File: config.mk
export PLATFORM = sky130hd
export DESIGN_NAME = pulse_train_generator_flat
export DESIGN_NICKNAME = d
export VERILOG_FILES = /design/src/rtl/pulse_train_generator_if.sv /design/src/rtl/pulse_train_generator.sv /design/src/flat_wrapper.sv
export SDC_FILE = /design/constraint.sdc
export NUM_CORES = 1
export LEC_CHECK = 0
export CAP_MARGIN = 10
export CELL_PAD_IN_SITES_DETAIL_PLACEMENT = 0
export CELL_PAD_IN_SITES_GLOBAL_PLACEMENT = 1
export CORE_MARGIN = 4
export CORE_UTILIZATION = 30
export DETAILED_ROUTE_END_ITERATION = 8
export GPL_ROUTABILITY_DRIVEN = 0
export PLACE_DENSITY = 0.58
export SLEW_MARGIN = 20
export SYNTH_ARGS = -nofsm -noshare
export SYNTH_HDL_FRONTEND = slang
export SYNTH_SLANG_ARGS = --single-unit
File: constraint.sdc
create_clock -name sys_clk -period 18.72 [get_ports sys_clk]
set_input_delay 5.616 -clock sys_clk [delete_from_list [all_inputs] [get_ports sys_clk]]
set_output_delay 5.616 -clock sys_clk [all_outputs]
set_load 0.005 [all_outputs]
File: src/rtl/pulse_train_generator_if.sv
// Control, configuration and status bundle of pulse_train_generator.
// The master drives start/stop/cfg_*; the slave (generator) drives the status outputs.
interface pulse_train_generator_if #(
  parameter int unsigned CNT_WIDTH = 16,
  parameter int unsigned LEN_WIDTH = 16
);
  logic                 start;
  logic                 stop;
  logic [CNT_WIDTH-1:0] cfg_cycle_count;
  logic [LEN_WIDTH-1:0] cfg_cycle_len;
  logic [LEN_WIDTH-1:0] cfg_pulse_len;
  logic [LEN_WIDTH-1:0] cfg_delay;
  logic                 out_sig;
  logic                 cycle_tick;
  logic                 busy;
  logic                 done_sig;
  logic                 cfg_err;

  modport master (
    output start, stop, cfg_cycle_count, cfg_cycle_len, cfg_pulse_len, cfg_delay,
    input  out_sig, cycle_tick, busy, done_sig, cfg_err
  );

  modport slave (
    input  start, stop, cfg_cycle_count, cfg_cycle_len, cfg_pulse_len, cfg_delay,
    output out_sig, cycle_tick, busy, done_sig, cfg_err
  );
endinterface

File: src/rtl/pulse_train_generator.sv
// Runtime-programmable periodic pulse train with abort, status strobes and config checking.
// Define PULSE_TRAIN_CONTINUOUS_EN to let cfg_cycle_count==0 mean "run until stop".
module pulse_train_generator #(
  parameter int unsigned CNT_WIDTH  = 16,
  parameter int unsigned LEN_WIDTH  = 16,
  parameter bit          ACTIVE_LOW = 1'b0
) (
  input logic                   sys_clk,
  input logic                   rst,
  pulse_train_generator_if.slave bus
);
  localparam logic PASSIVE = ACTIVE_LOW;
  localparam logic ACTIVE  = ~ACTIVE_LOW;

  typedef enum logic [1:0] {S_RESET, S_IDLE, S_RUN} state_e;

  state_e               state_q, state_d;
  logic [CNT_WIDTH-1:0] cnt_q, cnt_d;
  logic [LEN_WIDTH-1:0] len_q, len_d;
  logic [LEN_WIDTH-1:0] plen_q, plen_d;
  logic [LEN_WIDTH-1:0] dly_q, dly_d;
  logic [CNT_WIDTH:0]   cycle_ctr_q, cycle_ctr_d;
  logic [LEN_WIDTH-1:0] pulse_ctr_q, pulse_ctr_d;
  logic                 out_q, out_d;
  logic                 tick_q, tick_d;
  logic                 busy_q, busy_d;
  logic                 done_q, done_d;
  logic                 err_q, err_d;

  logic [LEN_WIDTH:0]   cfg_end;
  logic [LEN_WIDTH:0]   run_end;
  logic                 count_ok;
  logic                 cfg_ok;
  logic                 train_done;
  logic                 cycle_inc;
  logic                 last_phase;
  logic                 in_pulse;

  // Sums carry one extra bit so delay+pulse_len can never wrap past cycle_len.
  assign cfg_end = {1'b0, bus.cfg_delay} + {1'b0, bus.cfg_pulse_len};
  assign run_end = {1'b0, dly_q} + {1'b0, plen_q};

`ifdef PULSE_TRAIN_CONTINUOUS_EN
  assign count_ok   = 1'b1;
  assign train_done = (cnt_q != '0) && (cycle_ctr_q == {1'b0, cnt_q});
  assign cycle_inc  = (cnt_q != '0);
`else
  assign count_ok   = (bus.cfg_cycle_count != '0);
  assign train_done = (cycle_ctr_q == {1'b0, cnt_q});
  assign cycle_inc  = 1'b1;
`endif

  assign cfg_ok     = (bus.cfg_cycle_len != '0) && (cfg_end <= {1'b0, bus.cfg_cycle_len}) && count_ok;
  assign last_phase = (pulse_ctr_q == len_q - LEN_WIDTH'(1));
  assign in_pulse   = (pulse_ctr_q >= dly_q) && ({1'b0, pulse_ctr_q} < run_end);

  always_comb begin
    state_d     = state_q;
    cnt_d       = cnt_q;
    len_d       = len_q;
    plen_d      = plen_q;
    dly_d       = dly_q;
    cycle_ctr_d = cycle_ctr_q;
    pulse_ctr_d = pulse_ctr_q;
    out_d       = PASSIVE;
    tick_d      = 1'b0;
    err_d       = 1'b0;
    busy_d      = busy_q;
    done_d      = done_q;
    unique case (state_q)
      S_RESET: begin
        cycle_ctr_d = '0;
        pulse_ctr_d = '0;
        busy_d      = 1'b0;
        done_d      = 1'b1;
        state_d     = S_IDLE;
      end
      S_IDLE: begin
        busy_d = 1'b0;
        done_d = 1'b1;
        if (bus.start) begin
          cnt_d  = bus.cfg_cycle_count;
          len_d  = bus.cfg_cycle_len;
          plen_d = bus.cfg_pulse_len;
          dly_d  = bus.cfg_delay;
          if (cfg_ok) begin
            cycle_ctr_d = '0;
            pulse_ctr_d = '0;
            busy_d      = 1'b1;
            done_d      = 1'b0;
            state_d     = S_RUN;
          end else begin
            err_d = 1'b1;
          end
        end
      end
      S_RUN: begin
        // Abort and completion share one exit path; stop wins over counting.
        if (bus.stop || train_done) begin
          cycle_ctr_d = '0;
          pulse_ctr_d = '0;
          busy_d      = 1'b0;
          done_d      = 1'b1;
          state_d     = S_IDLE;
        end else begin
          out_d = in_pulse ? ACTIVE : PASSIVE;
          if (last_phase) begin
            pulse_ctr_d = '0;
            cycle_ctr_d = cycle_ctr_q + (CNT_WIDTH+1)'(cycle_inc);
            tick_d      = 1'b1;
          end else begin
            pulse_ctr_d = pulse_ctr_q + LEN_WIDTH'(1);
          end
        end
      end
      default: state_d = S_RESET;
    endcase
  end

  always_ff @(posedge sys_clk) begin
    if (rst) begin
      state_q <= S_RESET;
      out_q   <= PASSIVE;
      tick_q  <= 1'b0;
      busy_q  <= 1'b0;
      done_q  <= 1'b0;
      err_q   <= 1'b0;
    end else begin
      state_q     <= state_d;
      cnt_q       <= cnt_d;
      len_q       <= len_d;
      plen_q      <= plen_d;
      dly_q       <= dly_d;
      cycle_ctr_q <= cycle_ctr_d;
      pulse_ctr_q <= pulse_ctr_d;
      out_q       <= out_d;
      tick_q      <= tick_d;
      busy_q      <= busy_d;
      done_q      <= done_d;
      err_q       <= err_d;
    end
  end

  assign bus.out_sig    = out_q;
  assign bus.cycle_tick = tick_q;
  assign bus.busy       = busy_q;
  assign bus.done_sig   = done_q;
  assign bus.cfg_err    = err_q;
endmodule

File: src/flat_wrapper.sv
// flat-port wrapper written by rule: the top's interface ports become plain ports
module pulse_train_generator_flat 
#(
  parameter int unsigned CNT_WIDTH  = 16,
  parameter int unsigned LEN_WIDTH  = 16,
  parameter bit          ACTIVE_LOW = 1'b0
)
  (sys_clk, rst, bus_start, bus_stop, bus_cfg_cycle_count, bus_cfg_cycle_len, bus_cfg_pulse_len, bus_cfg_delay, bus_out_sig, bus_cycle_tick, bus_busy, bus_done_sig, bus_cfg_err);
  pulse_train_generator_if #(.CNT_WIDTH(CNT_WIDTH), .LEN_WIDTH(LEN_WIDTH)) bus_i ();
  input logic sys_clk;
  input logic rst;
  input wire logic [$bits(bus_i.start)-1:0] bus_start;
  input wire logic [$bits(bus_i.stop)-1:0] bus_stop;
  input wire logic [$bits(bus_i.cfg_cycle_count)-1:0] bus_cfg_cycle_count;
  input wire logic [$bits(bus_i.cfg_cycle_len)-1:0] bus_cfg_cycle_len;
  input wire logic [$bits(bus_i.cfg_pulse_len)-1:0] bus_cfg_pulse_len;
  input wire logic [$bits(bus_i.cfg_delay)-1:0] bus_cfg_delay;
  output wire logic [$bits(bus_i.out_sig)-1:0] bus_out_sig;
  output wire logic [$bits(bus_i.cycle_tick)-1:0] bus_cycle_tick;
  output wire logic [$bits(bus_i.busy)-1:0] bus_busy;
  output wire logic [$bits(bus_i.done_sig)-1:0] bus_done_sig;
  output wire logic [$bits(bus_i.cfg_err)-1:0] bus_cfg_err;
  assign bus_i.start = bus_start;
  assign bus_i.stop = bus_stop;
  assign bus_i.cfg_cycle_count = bus_cfg_cycle_count;
  assign bus_i.cfg_cycle_len = bus_cfg_cycle_len;
  assign bus_i.cfg_pulse_len = bus_cfg_pulse_len;
  assign bus_i.cfg_delay = bus_cfg_delay;
  assign bus_out_sig = bus_i.out_sig;
  assign bus_cycle_tick = bus_i.cycle_tick;
  assign bus_busy = bus_i.busy;
  assign bus_done_sig = bus_i.done_sig;
  assign bus_cfg_err = bus_i.cfg_err;
  pulse_train_generator #(.CNT_WIDTH(CNT_WIDTH), .LEN_WIDTH(LEN_WIDTH), .ACTIVE_LOW(ACTIVE_LOW)) u_core (.sys_clk(sys_clk), .rst(rst), .bus(bus_i));
endmodule
* Yosys cells after proc, flatten, opt, wreduce, memory -nomap -nowiden
Index checks and enable logic that the tools add are counted.
** Storage, ports and cells
- Flip-flop bits (word level) :: 104
- Input port bits :: 68
** Cells by class
- Add/subtract/negate cells :: 5
- $lt $le $gt $ge :: 3
- Eq/ne operators :: 8
- Muxes and demuxes :: 24
- Bitwise operators :: 4
- Reduce and logical (&&, ||, !) cells :: 15
** Operator list (number)
- $mux W17 :: 4
- $mux W16 :: 4
- $pmux W17 S3 :: 1
- $pmux W16 S3 :: 1
- $add A16 B16 Y17 :: 2
- $reduce_bool A16 Y1 :: 2
- $add A17 B1 Y17 const B :: 1
- $eq A17 B16 Y1 :: 1
- $le A17 B16 Y1 :: 1
- $lt A16 B17 Y1 :: 1
- $add A16 B1 Y16 const B :: 1
- $eq A16 B16 Y1 :: 1
- $ge A16 B16 Y1 :: 1
- $sub A16 B1 Y16 const B :: 1
- $mux W1 :: 8
- $mux W2 :: 3
- $pmux W1 S3 :: 2
- $pmux W2 S3 :: 1
- $reduce_and A3 Y1 :: 2
- $reduce_or A3 Y1 :: 2
- $reduce_and A5 Y1 :: 1
- $ne A2 B1 Y1 const B :: 2
- $not A1 Y1 :: 4
- $reduce_and A4 Y1 :: 1
- other kinds (9) :: 11

* Depth between registers and ports, before layout
Gate-level depths: netlist of the first run.
- Depth after elaboration :: 7
- Depth in mapped cells :: 18

* Worst setup path after synthesis of the first run
Ideal clock, no wire load.
- Kind :: input-to-reg
- From :: input port bus_cfg_delay[4]
- To :: register u_core.cycle_ctr_q[0] (enable)
- Library setup time :: 375 ps
- Arrival time :: 10380 ps
- Path slack :: 7965 ps
- Stages :: 16
- Cell sequence :: ha_1 -> and2_1 -> a221oi_1 -> a21oi_1 -> o2111ai_1 -> nand3b_1 -> a21oi_1 -> xnor2_1 -> ha_1 -> a21o_1 -> a21oi_1 -> o221ai_1 -> a2111oi_0 -> nor2_1 -> o32ai_1 -> and2_1
** Between the ends
- Longest elaborated chain between the ends :: 6
** RTL lines
- start, declared :: line flat_wrapper.sv:17 : input wire logic [$bits(bus_i.cfg_delay)-1:0] bus_cfg_delay;
- $add A16 B16 Y17 :: line pulse_train_generator.sv:40 : assign cfg_end = {1'b0, bus.cfg_delay} + {1'b0, bus.cfg_pulse_len};
- $le A17 B16 Y1 :: line pulse_train_generator.sv:53 : assign cfg_ok = (bus.cfg_cycle_len != '0) && (cfg_end <= {1'b0, bus.cfg_cycle_len}) && count_ok;
- $logic_and A1 B1 Y1 (2 in a row) :: line pulse_train_generator.sv:53
- $ne A2 B1 Y1 (no line)
- $reduce_and A5 Y1 (no line)
- end signal, assigned :: line pulse_train_generator.sv:134 : cycle_ctr_q <= cycle_ctr_d;
- end, declared :: line pulse_train_generator.sv:22 : logic [CNT_WIDTH:0] cycle_ctr_q, cycle_ctr_d;
No other way between the ends.
A chain may end at the register's enable or synchronous reset.

* Final worst setup path of the first run
- From :: input port bus_cfg_delay[0]
- To :: register u_core.cycle_ctr_q[8] (enable)
Same word-level chain as after synthesis.

==> results of run 1 <==
==> state kept, by name, summed over array words and instances (netlist names) <==
register / flops
u_core.cycle_ctr_q: 17
u_core.pulse_ctr_q: 16
u_core.bus.done_sig: 1
u_core.len_q: 16
u_core.bus.cfg_err: 1
u_core.plen_q: 16
u_core.cnt_q: 16
u_core.dly_q: 16
u_core.bus.busy: 1
u_core.state_q: 2
u_core.bus.cycle_tick: 1
u_core.bus.out_sig: 1
==> critical path: stages <==
cell             delay, ns
clkdlybuf4s50_1       0.49
ha_1                  0.20
inv_1                 0.07
fa_1                  0.40
nor2b_1               0.19
o211ai_1              0.13
a21oi_1               0.36
o2111ai_1             0.25
nand3b_1              0.14
a21oi_1               0.08
xnor2_1               0.13
ha_1                  0.31
a21o_1                0.19
a21oi_1               0.14
o221ai_1              0.15
a2111oi_0             0.37
nor2_1                0.14
o32ai_2               0.27
buf_4                 0.29
and2_1                0.67
==> worst paths after layout <==
check	to	slack [ns]	cells past startpoint
setup / recovery	u_core.cycle_ctr_q[8]$_SDFFCE_PP0P_	8.11	20
hold / removal	u_core.bus.done_sig$_SDFFE_PP0P_	0.47	2
setup reg to reg	u_core.cycle_ctr_q[8]$_SDFFCE_PP0P_	14.85	7
hold reg to reg	u_core.bus.done_sig$_SDFFE_PP0P_	0.47	2
==> logic make-up (layout without fill, tap and decap cells) <==
group,after synthesis,count (layout),share of synthesized area (%)
compound gates,118,118,11.4
simple gates,197,197,15.1
fa+ha+maj,84,84,14.9
xor+xnor,90,90,11.0
flops,104,104,42.6
buf+inv,73,152,4.18
mux,6,6,0.839
==> synthesized netlist by cell type, types with 2 or more instances <==
cell,count
edfxtp_1,97
ha_1,82
inv_1,62
nor2_1,52
xnor2_1,46
xor2_1,44
a21oi_1,36
nand3_1,26
a21o_1,20
nand2_1,20
nor3_1,16
and3_1,14
nand4_1,14
nor4_1,14
o21ai_0,14
clkbuf_1,8
nor2_4,8
nor2b_1,8
a211oi_1,7
dfxtp_1,7
mux2i_1,6
a221oi_1,4
or4_1,4
a221o_1,3
a31oi_1,3
nand2b_1,3
o21bai_1,3
a2111oi_0,2
a211o_1,2
a31o_2,2
a32o_1,2
a32oi_1,2
and2_1,2
fa_1,2
nand3b_1,2
nor2_2,2
nor4_2,2
o2111ai_1,2
o211ai_1,2
o21a_1,2
o31ai_1,2
or2_2,2
or3_1,2
or3b_2,2
==> metal layers <==
layer | share of wire [%] | GRT usage (%) | vias up
li1 | - | - | 2621
met1 | 46 | 18.7 | 2503
met4 | 3.7 | 5.92 | 0
met3 | 3.8 | 2.25 | 27
met5 | 0 | 0 | -
met2 | 47 | 22.8 | 98
==> area by class of cell <==
type	instances	area (um2)	area share, %
clock buffers	9	225	2.64
clock inverters	7	71.3	0.835
inverters	62	233	2.72
multi-input cells	495	3820	44.8
flip-flops and latches	104	3050	35.7
well taps	319	399	4.67
repair buffers	74	736	8.61
==> per-stage QoR <==
step                std cells  area [um2]  hold WS, ns
global placement         1054        8250        0.469
global route             1070        8540        0.534
CTS                      1070        8540        0.486
finish                   1070        8540        0.473
detailed placement       1054        8250        0.470
floorplan                 672        7160        0.463
==> power breakdown <==
part	switching (mW)	leakage, nW	internal, mW
registers	0.0190	0.971	0.272
logic	0.0765	2.20	0.0675
clock network	0.0874	0.146	0.104
total	0.183	3.32	0.443
==> placed cells by master, fill, tap and decap left out, types with 3 or more instances in the layout <==
master            n
a211oi_1          7
a21o_1           20
a21oi_1          36
a221o_1           3
a221oi_1          4
a31oi_1           3
and3_1           14
clkbuf_16         9
clkdlybuf4s50_1  72
dfxtp_1           7
edfxtp_1         97
ha_1             82
inv_1            62
mux2i_1           6
nand2_1          20
nand2b_1          3
nand3_1          26
nand4_1          14
nor2_1           51
nor2_4            9
nor2b_1           8
nor3_1           16
nor4_1           14
o21ai_0          14
o21bai_1          3
or4_1             4
xnor2_1          46
xor2_1           44
==> impl_metrics.py, run 1 <==
metrics = {
    "finish": {
        "area_delta_synth_final_pct": 19.3,
        "utilization_pct": 36.4,
        "n_antenna_cell": 0,
        "drive_gt1_share_pct": 5.46,
        "fillers": 2331,
        "final_nets": 898,
    },
    "outcome": {
        "status": "complete, no violations",
    },
    "synthesis": {
        "synth_fp_nets": 824,
        "synth_top_area_share_pct": 40.7,
        "ys_types": 61,
        "yosysWarnings": 0,
        "synth_ff_type": "edfxtp_1",
        "synth-seq-cells": 104,
        "synth_edf_count": 97,
        "syn-cell-area_um2": 7160,
        "netlist_instances": 672,
        "yosys.area.top_type": "edfxtp_1",
        "async_flop_share_pct": 0,
        "seq_area_frac_synth_pct": 42.6,
        "ys_top_cells_by_area": "edfxtp_1 41%, ha_1 14%, xnor2_1 5.6%, xor2_1 5.4%, inv_1 3.2%",
        "synth_area_per_cell_um2": 10.7,
    },
    "timing": {
        "worst_slack_ns": 8.11,
        "slew_headroom_pct": 40.9,
        "min_period_over_period_pct": 56.7,
        "finClkSkew_ns": 0.0114,
        "rsz0062_at_grt": "false",
        "max_freq_ghz": 0.0942,
        "tightest_slew_ns": 0.884,
        "fin_setup_tns_ns": 0,
        "period_needed_ns": 10.61,
        "hold_viol": 0,
        "drv_slew": 0,
        "setup_violations": 0,
    },
    "worst_setup_path": {
        "worstPathRequired_ns": 18.70,
        "startpoint": "bus_cfg_delay[0]",
        "cp-start-kind": "input pin",
        "critical_path_class": "input pin to register",
        "arrival_ns": 10.59,
        "end_kind": "register",
        "r2r_start": "u_core.cycle_ctr_q[2]$_SDFFCE_PP0P_",
        "path_max_fanout": 17,
    },
    "floorplanning": {
        "die_area_um2": 26400,
        "start_util_pct": 30.5,
        "die_h_um": 163,
        "coreArea_um2": 23500,
        "die_width_um": 163,
        "num_rows": 56,
        "pin_count": 73,
    },
    "cts": {
        "ctsResizeCount": 0,
        "cts_tree": "yes",
        "clk_latency_ns": 0.35,
        "cts_setup_buffers": 0,
        "clk_pin_slew_ns": 0.07,
        "clock-root-buffer": "clkbuf_16",
        "cts.path.max_buffers": 2,
        "hold_buffers": 0,
        "cts_buffers": 9,
        "htree_levels": 3,
        "clock_sinks": 104,
    },
    "routing": {
        "drt-pass1-iter-count": 5,
        "wl_mm": 18.5,
        "ant_nets": 0,
        "wl_per_cell_um": 17.3,
        "vias": 5249,
        "drt_iter0_markers": 294,
        "viasPerCell": 4.91,
        "drc": 0,
    },
    "global_route": {
        "antenna_found_initial": 0,
        "grt_max_degree": 67,
        "grt_pass1_vias": 5315,
        "grt_pass1_wl_mm": 28.8,
        "grt.overflow.total": 0,
        "grt_usage_pct": 14.1,
    },
    "power": {
        "leakagePower_nw": 3.32,
        "ir_drop_mv": 0.0438,
        "power_density_nw_per_um2": 73.3,
        "power_mw": 0.626,
    },
    "hold_path": {
        "min-delay-start": "u_core.bus.done_sig$_SDFFE_PP0P_",
        "hold_path_class": "register to register",
    },
    "run": {
        "maxCapViolations": 0,
    },
    "placed_design": {
        "hpwl_mm": 15.2,
        "numPortBuffers": 72,
        "place_ws_ns": 7.67,
    },
}
Note: power is estimated with default switching activity, not from simulation.
==> run 2: changes to the inputs <==
--- a/config.mk
+++ b/config.mk
@@ -12,7 +12,7 @@
 export CORE_UTILIZATION = 30
 export DETAILED_ROUTE_END_ITERATION = 8
 export GPL_ROUTABILITY_DRIVEN = 0
-export PLACE_DENSITY = 0.58
+export PLACE_DENSITY = 0.6
 export SLEW_MARGIN = 20
 export SYNTH_ARGS = -nofsm -noshare
 export SYNTH_HDL_FRONTEND = slang
==> constraint.sdc (replaced) <==
create_clock -name sys_clk -period 9.4 [get_ports sys_clk]
set_input_delay 2.82 -clock sys_clk [delete_from_list [all_inputs] [get_ports sys_clk]]
set_output_delay 2.82 -clock sys_clk [all_outputs]
set_load 0.005 [all_outputs]
==> impl_metrics.py, run 2 (same netlist as run 1, synthesis figures left out) <==
metrics = {
    "run": {
        "maxCapViolations": 0,
    },
    "timing": {
        "min_period_over_period_pct": 83.1,
        "finClkSkew_ns": 0.0124,
        "max_freq_ghz": 0.128,
        "fin_setup_tns_ns": 0,
        "drv_slew": 0,
        "rsz0062_at_grt": "false",
        "slew_headroom_pct": 40.4,
        "period_needed_ns": 7.81,
        "whs_ns": 0.490,
        "hold_viol": 0,
        "tightest_slew_ns": 0.895,
        "setup_violations": 0,
    },
    "cts": {
        "clk_latency_ns": 0.35,
        "cts_setup_buffers": 0,
        "htree_levels": 3,
        "clock-root-buffer": "clkbuf_16",
        "clk_pin_slew_ns": 0.08,
        "clock_sinks": 104,
        "ctsResizeCount": 0,
        "cts_buffers": 9,
        "cts_tree": "yes",
        "hold_buffers": 0,
        "cts.path.max_buffers": 2,
    },
    "routing": {
        "drt-pass1-iter-count": 6,
        "drc": 0,
        "wl_per_cell_um": 17.5,
        "vias": 5282,
        "ant_nets": 0,
        "wl_mm": 18.7,
        "viasPerCell": 4.94,
        "drt_iter0_markers": 226,
    },
    "finish": {
        "regMostFlops": "u_core.cycle_ctr_q",
        "final_nets": 898,
        "n_antenna_cell": 0,
        "layout_common_cells": "97 x edfxtp_1, 82 x ha_1, 72 x clkdlybuf4s50_1",
        "drive_gt1_share_pct": 5.73,
        "utilization_pct": 36.6,
        "largest_reg_flops": 17,
        "instances_no_fill": 1070,
        "area_delta_synth_final_pct": 19.8,
        "final_common_cell": "edfxtp_1",
    },
    "worst_setup_path": {
        "path_depth": 20,
        "cp-start-kind": "input pin",
        "max_stage_delay_ns": 0.70,
        "r2r_start": "u_core.len_q[0]$_DFFE_PP_",
        "critical-path-slowest-cell": "and2_1",
        "rr_endpoint": "u_core.cycle_ctr_q[12]$_SDFFCE_PP0P_",
        "critical_path_class": "input pin to register",
        "end_kind": "register",
        "crit_family": "compound AO/OA/AOI/OAI gates",
        "critical_path.n_buffers_inverters": 3,
        "worstPathRequired_ns": 9.38,
        "path_max_fanout": 17,
        "arrival_ns": 7.79,
        "cp_cell_sequence": "clkdlybuf4s50_1 > ha_1 > inv_1 > fa_1 > nor2b_1 > o211ai_1 > a21oi_1 > o2111ai_1 > nand3b_1 > a21oi_1 > xnor2_1 > ha_1 > a21o_1 > a21oi_1 > o221ai_1 > a2111oi_0 > nor2_1 > o32ai_2 > buf_4 > and2_1",
        "cp-endpoint": "u_core.cycle_ctr_q[12]$_SDFFCE_PP0P_",
        "cp_common_cell": "a21oi_1",
        "r2r_slack_ns": 5.48,
        "reg2regPathDepth": 9,
        "startpoint": "bus_cfg_delay[0]",
    },
    "floorplanning": {
        "start_util_pct": 30.5,
        "num_rows": 56,
        "pin_count": 73,
        "coreArea_um2": 23500,
        "die_h_um": 163,
        "die_width_um": 163,
        "die_area_um2": 26400,
    },
    "power": {
        "power_density_nw_per_um2": 150,
        "leakagePower_nw": 3.33,
        "ir_drop_mv": 0.0854,
    },
    "outcome": {
        "status": "complete, no violations",
    },
    "global_route": {
        "grt.overflow.total": 0,
        "grt_usage_pct": 14.3,
        "grt_pass1_vias": 5447,
        "antenna_found_initial": 0,
        "grt_pass1_wl_mm": 29.4,
        "grt_max_degree": 67,
    },
    "placed_design": {
        "hpwl_mm": 15.1,
        "dp.cells": 1054,
        "numPortBuffers": 72,
    },
    "hold_path": {
        "hold_path_class": "register to register",
    },
}
==> run 2: final cells by class <==
cell class              count  area [um2]
clock buffers               9         225
clock inverters             7         113
fillers                  2318       14900
inverters                  62         233
multi-input cells         495        3820
flip-flops and latches    104        3050
well taps                 319         399
repair buffers             74         736
==> run 2: worst min-delay path: cells and delay by family, from the launching register on <==
| family | cells | cell delay [ns] |
|---|---|---|
| AOI/OAI and AO/OA | 1 | 0.07 |
| buffers and inverters | 1 | 0.05 |
| DFF | 1 | 0.32 |
==> run 2: stage by stage <==
step                      area [um2]  worst slack (ns)  total power, mW
after global routing            8580              1.15             1.36
after detailed placement        8250              1.16            0.877
after global placement          8250              1.31            0.871
final                           8580              1.59             1.29
after floorplan                 7160              1.44            0.770
after CTS                       8580              1.55             1.30
==> run 2: layer usage <==
metal  track usage [%]  part of all wire (%)  up-vias
met5                 0                     0        -
met4              4.50                   2.5        0
met3              2.10                   2.6       23
met2              24.2                    48       93
met1              18.9                    46     2543
li1                  -                     -     2623
==> run 2: how the worst min path moves through the flow <==
stage                                     start                                to  depth (start not counted)
6_report       u_core.bus.done_sig$_SDFFE_PP0P_  u_core.bus.done_sig$_SDFFE_PP0P_                          2
3_5_place_dp   u_core.bus.done_sig$_SDFFE_PP0P_  u_core.bus.done_sig$_SDFFE_PP0P_                          2
3_3_place_gp   u_core.bus.done_sig$_SDFFE_PP0P_  u_core.bus.done_sig$_SDFFE_PP0P_                          2
2_1_floorplan  u_core.bus.done_sig$_SDFFE_PP0P_  u_core.bus.done_sig$_SDFFE_PP0P_                          2
5_1_grt        u_core.bus.done_sig$_SDFFE_PP0P_  u_core.bus.done_sig$_SDFFE_PP0P_                          2
4_1_cts        u_core.bus.done_sig$_SDFFE_PP0P_  u_core.bus.done_sig$_SDFFE_PP0P_                          2
==> run 2: report_power, final <==
part | switching [mW] | internal (mW) | total, mW
clock network | 0.182 | 0.239 | 0.422
registers | 0.0386 | 0.541 | 0.580
logic | 0.153 | 0.135 | 0.287
==> run 3: changes to the inputs <==
--- a/config.mk
+++ b/config.mk
@@ -12,7 +12,7 @@
 export CORE_UTILIZATION = 30
 export DETAILED_ROUTE_END_ITERATION = 8
 export GPL_ROUTABILITY_DRIVEN = 0
-export PLACE_DENSITY = 0.6
+export PLACE_DENSITY = 0.58
 export SLEW_MARGIN = 20
 export SYNTH_ARGS = -nofsm -noshare
 export SYNTH_HDL_FRONTEND = slang
==> constraint.sdc (replaced) <==
create_clock -name sys_clk -period 7.4 [get_ports sys_clk]
set_input_delay 2.22 -clock sys_clk [delete_from_list [all_inputs] [get_ports sys_clk]]
set_output_delay 2.22 -clock sys_clk [all_outputs]
set_load 0.005 [all_outputs]
==> impl_metrics.py, run 3 (same netlist as run 1, synthesis figures left out) <==
metrics = {
    "routing": {
        "dr.max_layer_used": "met4",
        "drt-met1-wl_mm": 8.33,
        "ant_nets": 0,
        "wl_met3_um": 609,
        "wl_mm": 18.3,
        "drc": 0,
        "vias": 5222,
        "drt_iter0_markers": 232,
        "wl_per_cell_um": 17.1,
        "viasPerCell": 4.88,
        "route.met2.wl_mm": 8.85,
        "drt-pass1-iter-count": 4,
    },
    "finish": {
        "drive_gt1_share_pct": 5.72,
        "final_common_cell": "edfxtp_1",
        "largest_reg_flops": 17,
        "postLayoutCellArea_um2": 8560,
        "final_nets": 899,
        "utilization_pct": 36.5,
        "regMostFlops": "u_core.cycle_ctr_q",
        "instances_no_fill": 1071,
        "n_antenna_cell": 0,
        "layout_common_cells": "97 x edfxtp_1, 82 x ha_1, 72 x clkdlybuf4s50_1",
        "area_delta_synth_final_pct": 19.5,
    },
    "timing": {
        "setup_violations": 0,
        "worst_slack_ns": 0.805,
        "period_needed_ns": 6.60,
        "whs_ns": 0.485,
        "rsz0062_at_grt": "false",
        "fin_setup_tns_ns": 0,
        "max_freq_ghz": 0.152,
        "tightest_slew_ns": 0.904,
        "finClkSkew_ns": 0.00589,
        "slew_headroom_pct": 39.8,
        "hold_viol": 0,
        "min_period_over_period_pct": 89.1,
        "drv_slew": 0,
    },
    "floorplanning": {
        "die_width_um": 163,
        "die_h_um": 163,
        "start_util_pct": 30.5,
        "pin_count": 73,
        "num_rows": 56,
        "die_area_um2": 26400,
        "coreArea_um2": 23500,
    },
    "cts": {
        "clock-root-buffer": "clkbuf_16",
        "clk_latency_ns": 0.35,
        "cts.path.max_buffers": 2,
        "clk_pin_slew_ns": 0.07,
        "cts_tree": "yes",
        "htree_levels": 3,
        "cts_setup_buffers": 0,
        "cts_buffers": 9,
        "clock_sinks": 104,
        "hold_buffers": 0,
        "ctsResizeCount": 0,
    },
    "power": {
        "power_mw": 1.60,
        "power_density_nw_per_um2": 186,
        "ir_drop_mv": 0.102,
        "leakagePower_nw": 3.32,
    },
    "worst_setup_path": {
        "path_max_fanout": 17,
        "end_kind": "register",
        "cp_common_cell": "a21oi_1",
        "critical-path-slowest-cell": "clkdlybuf4s50_1",
        "max_stage_delay_ns": 0.50,
        "worstPathRequired_ns": 7.45,
        "cp_cell_sequence": "clkdlybuf4s50_1 > ha_1 > inv_1 > fa_1 > nor2b_1 > o211ai_1 > a21oi_1 > o2111ai_1 > nand3b_1 > a21oi_1 > xnor2_1 > ha_1 > a21o_1 > a21oi_1 > o221ai_1 > a2111oi_0 > nor2_1 > o32ai_2 > and2_1 > buf_4",
        "critical_path_class": "input pin to register",
        "cp-start-kind": "input pin",
        "arrival_ns": 6.64,
    },
    "global_route": {
        "grt_pass1_wl_mm": 28.5,
        "grt_usage_pct": 13.9,
        "grt_max_degree": 67,
        "grt_pass1_vias": 5200,
        "antenna_found_initial": 0,
        "grt.overflow.total": 0,
    },
    "placed_design": {
        "hpwl_mm": 14.8,
        "dp.cells": 1055,
        "post_dp_cell_area_um2": 8250,
        "place_ws_ns": 0.365,
        "numPortBuffers": 72,
    },
    "run": {
        "maxCapViolations": 0,
    },
    "outcome": {
        "status": "complete, no violations",
    },
    "hold_path": {
        "hold_path_class": "register to register",
    },
}
## run 3: cell count changes in the layout (fill, tap and decap cells not counted)
cell / before / now
buf_4: 2 / 3
bufinv_16: 2 / 1
clkinv_8: 1 / 0
clkinv_1: 0 / 1
inv_6: 1 / 2
## run 3: final cells by class
| class | instances | area (um2) |
|---|---|---|
| clock inverter | 7 | 78.8 |
| fill | 2322 | 14900 |
| multi-input combinational | 495 | 3820 |
| sequential | 104 | 3050 |
| timing repair buffer | 75 | 743 |
| tap | 319 | 399 |
| clock buffer | 9 | 225 |
| inverter | 62 | 233 |
## run 3: layer usage
metal	up-vias	GRT usage, %
met1	2487	18.1
met5	-	0
li1	2628	-
met3	19	2.48
met4	0	5.11
met2	88	23.2
## run 3: final timing paths
| kind | startpoint | endpoint | slack (ns) | cells past startpoint |
|---|---|---|---|---|
| setup reg to reg | u_core.dly_q[0]$_DFFE_PP_ | u_core.bus.out_sig$_SDFF_PP0_ | 3.60 | 15 |
| hold reg to reg | u_core.bus.done_sig$_SDFFE_PP0P_ | u_core.bus.done_sig$_SDFFE_PP0P_ | 0.49 | 2 |
| hold / removal | u_core.bus.done_sig$_SDFFE_PP0P_ | u_core.bus.done_sig$_SDFFE_PP0P_ | 0.49 | 2 |
| setup / recovery | bus_cfg_delay[0] | u_core.cycle_ctr_q[10]$_SDFFCE_PP0P_ | 0.80 | 20 |
## run 3: report_power, final
group	switching, mW	leakage, nW	internal, mW
clock network	0.228	0.146	0.267
logic	0.193	2.21	0.172
registers	0.0485	0.971	0.687
## run 3: critical path: cells and delay by family
family          cells  cell delay (ns)
compound gates      9             1.95
xor+xnor            1             0.13
fa+ha+maj           3             0.91
buf+inv             3             0.80
simple gates        4             0.61
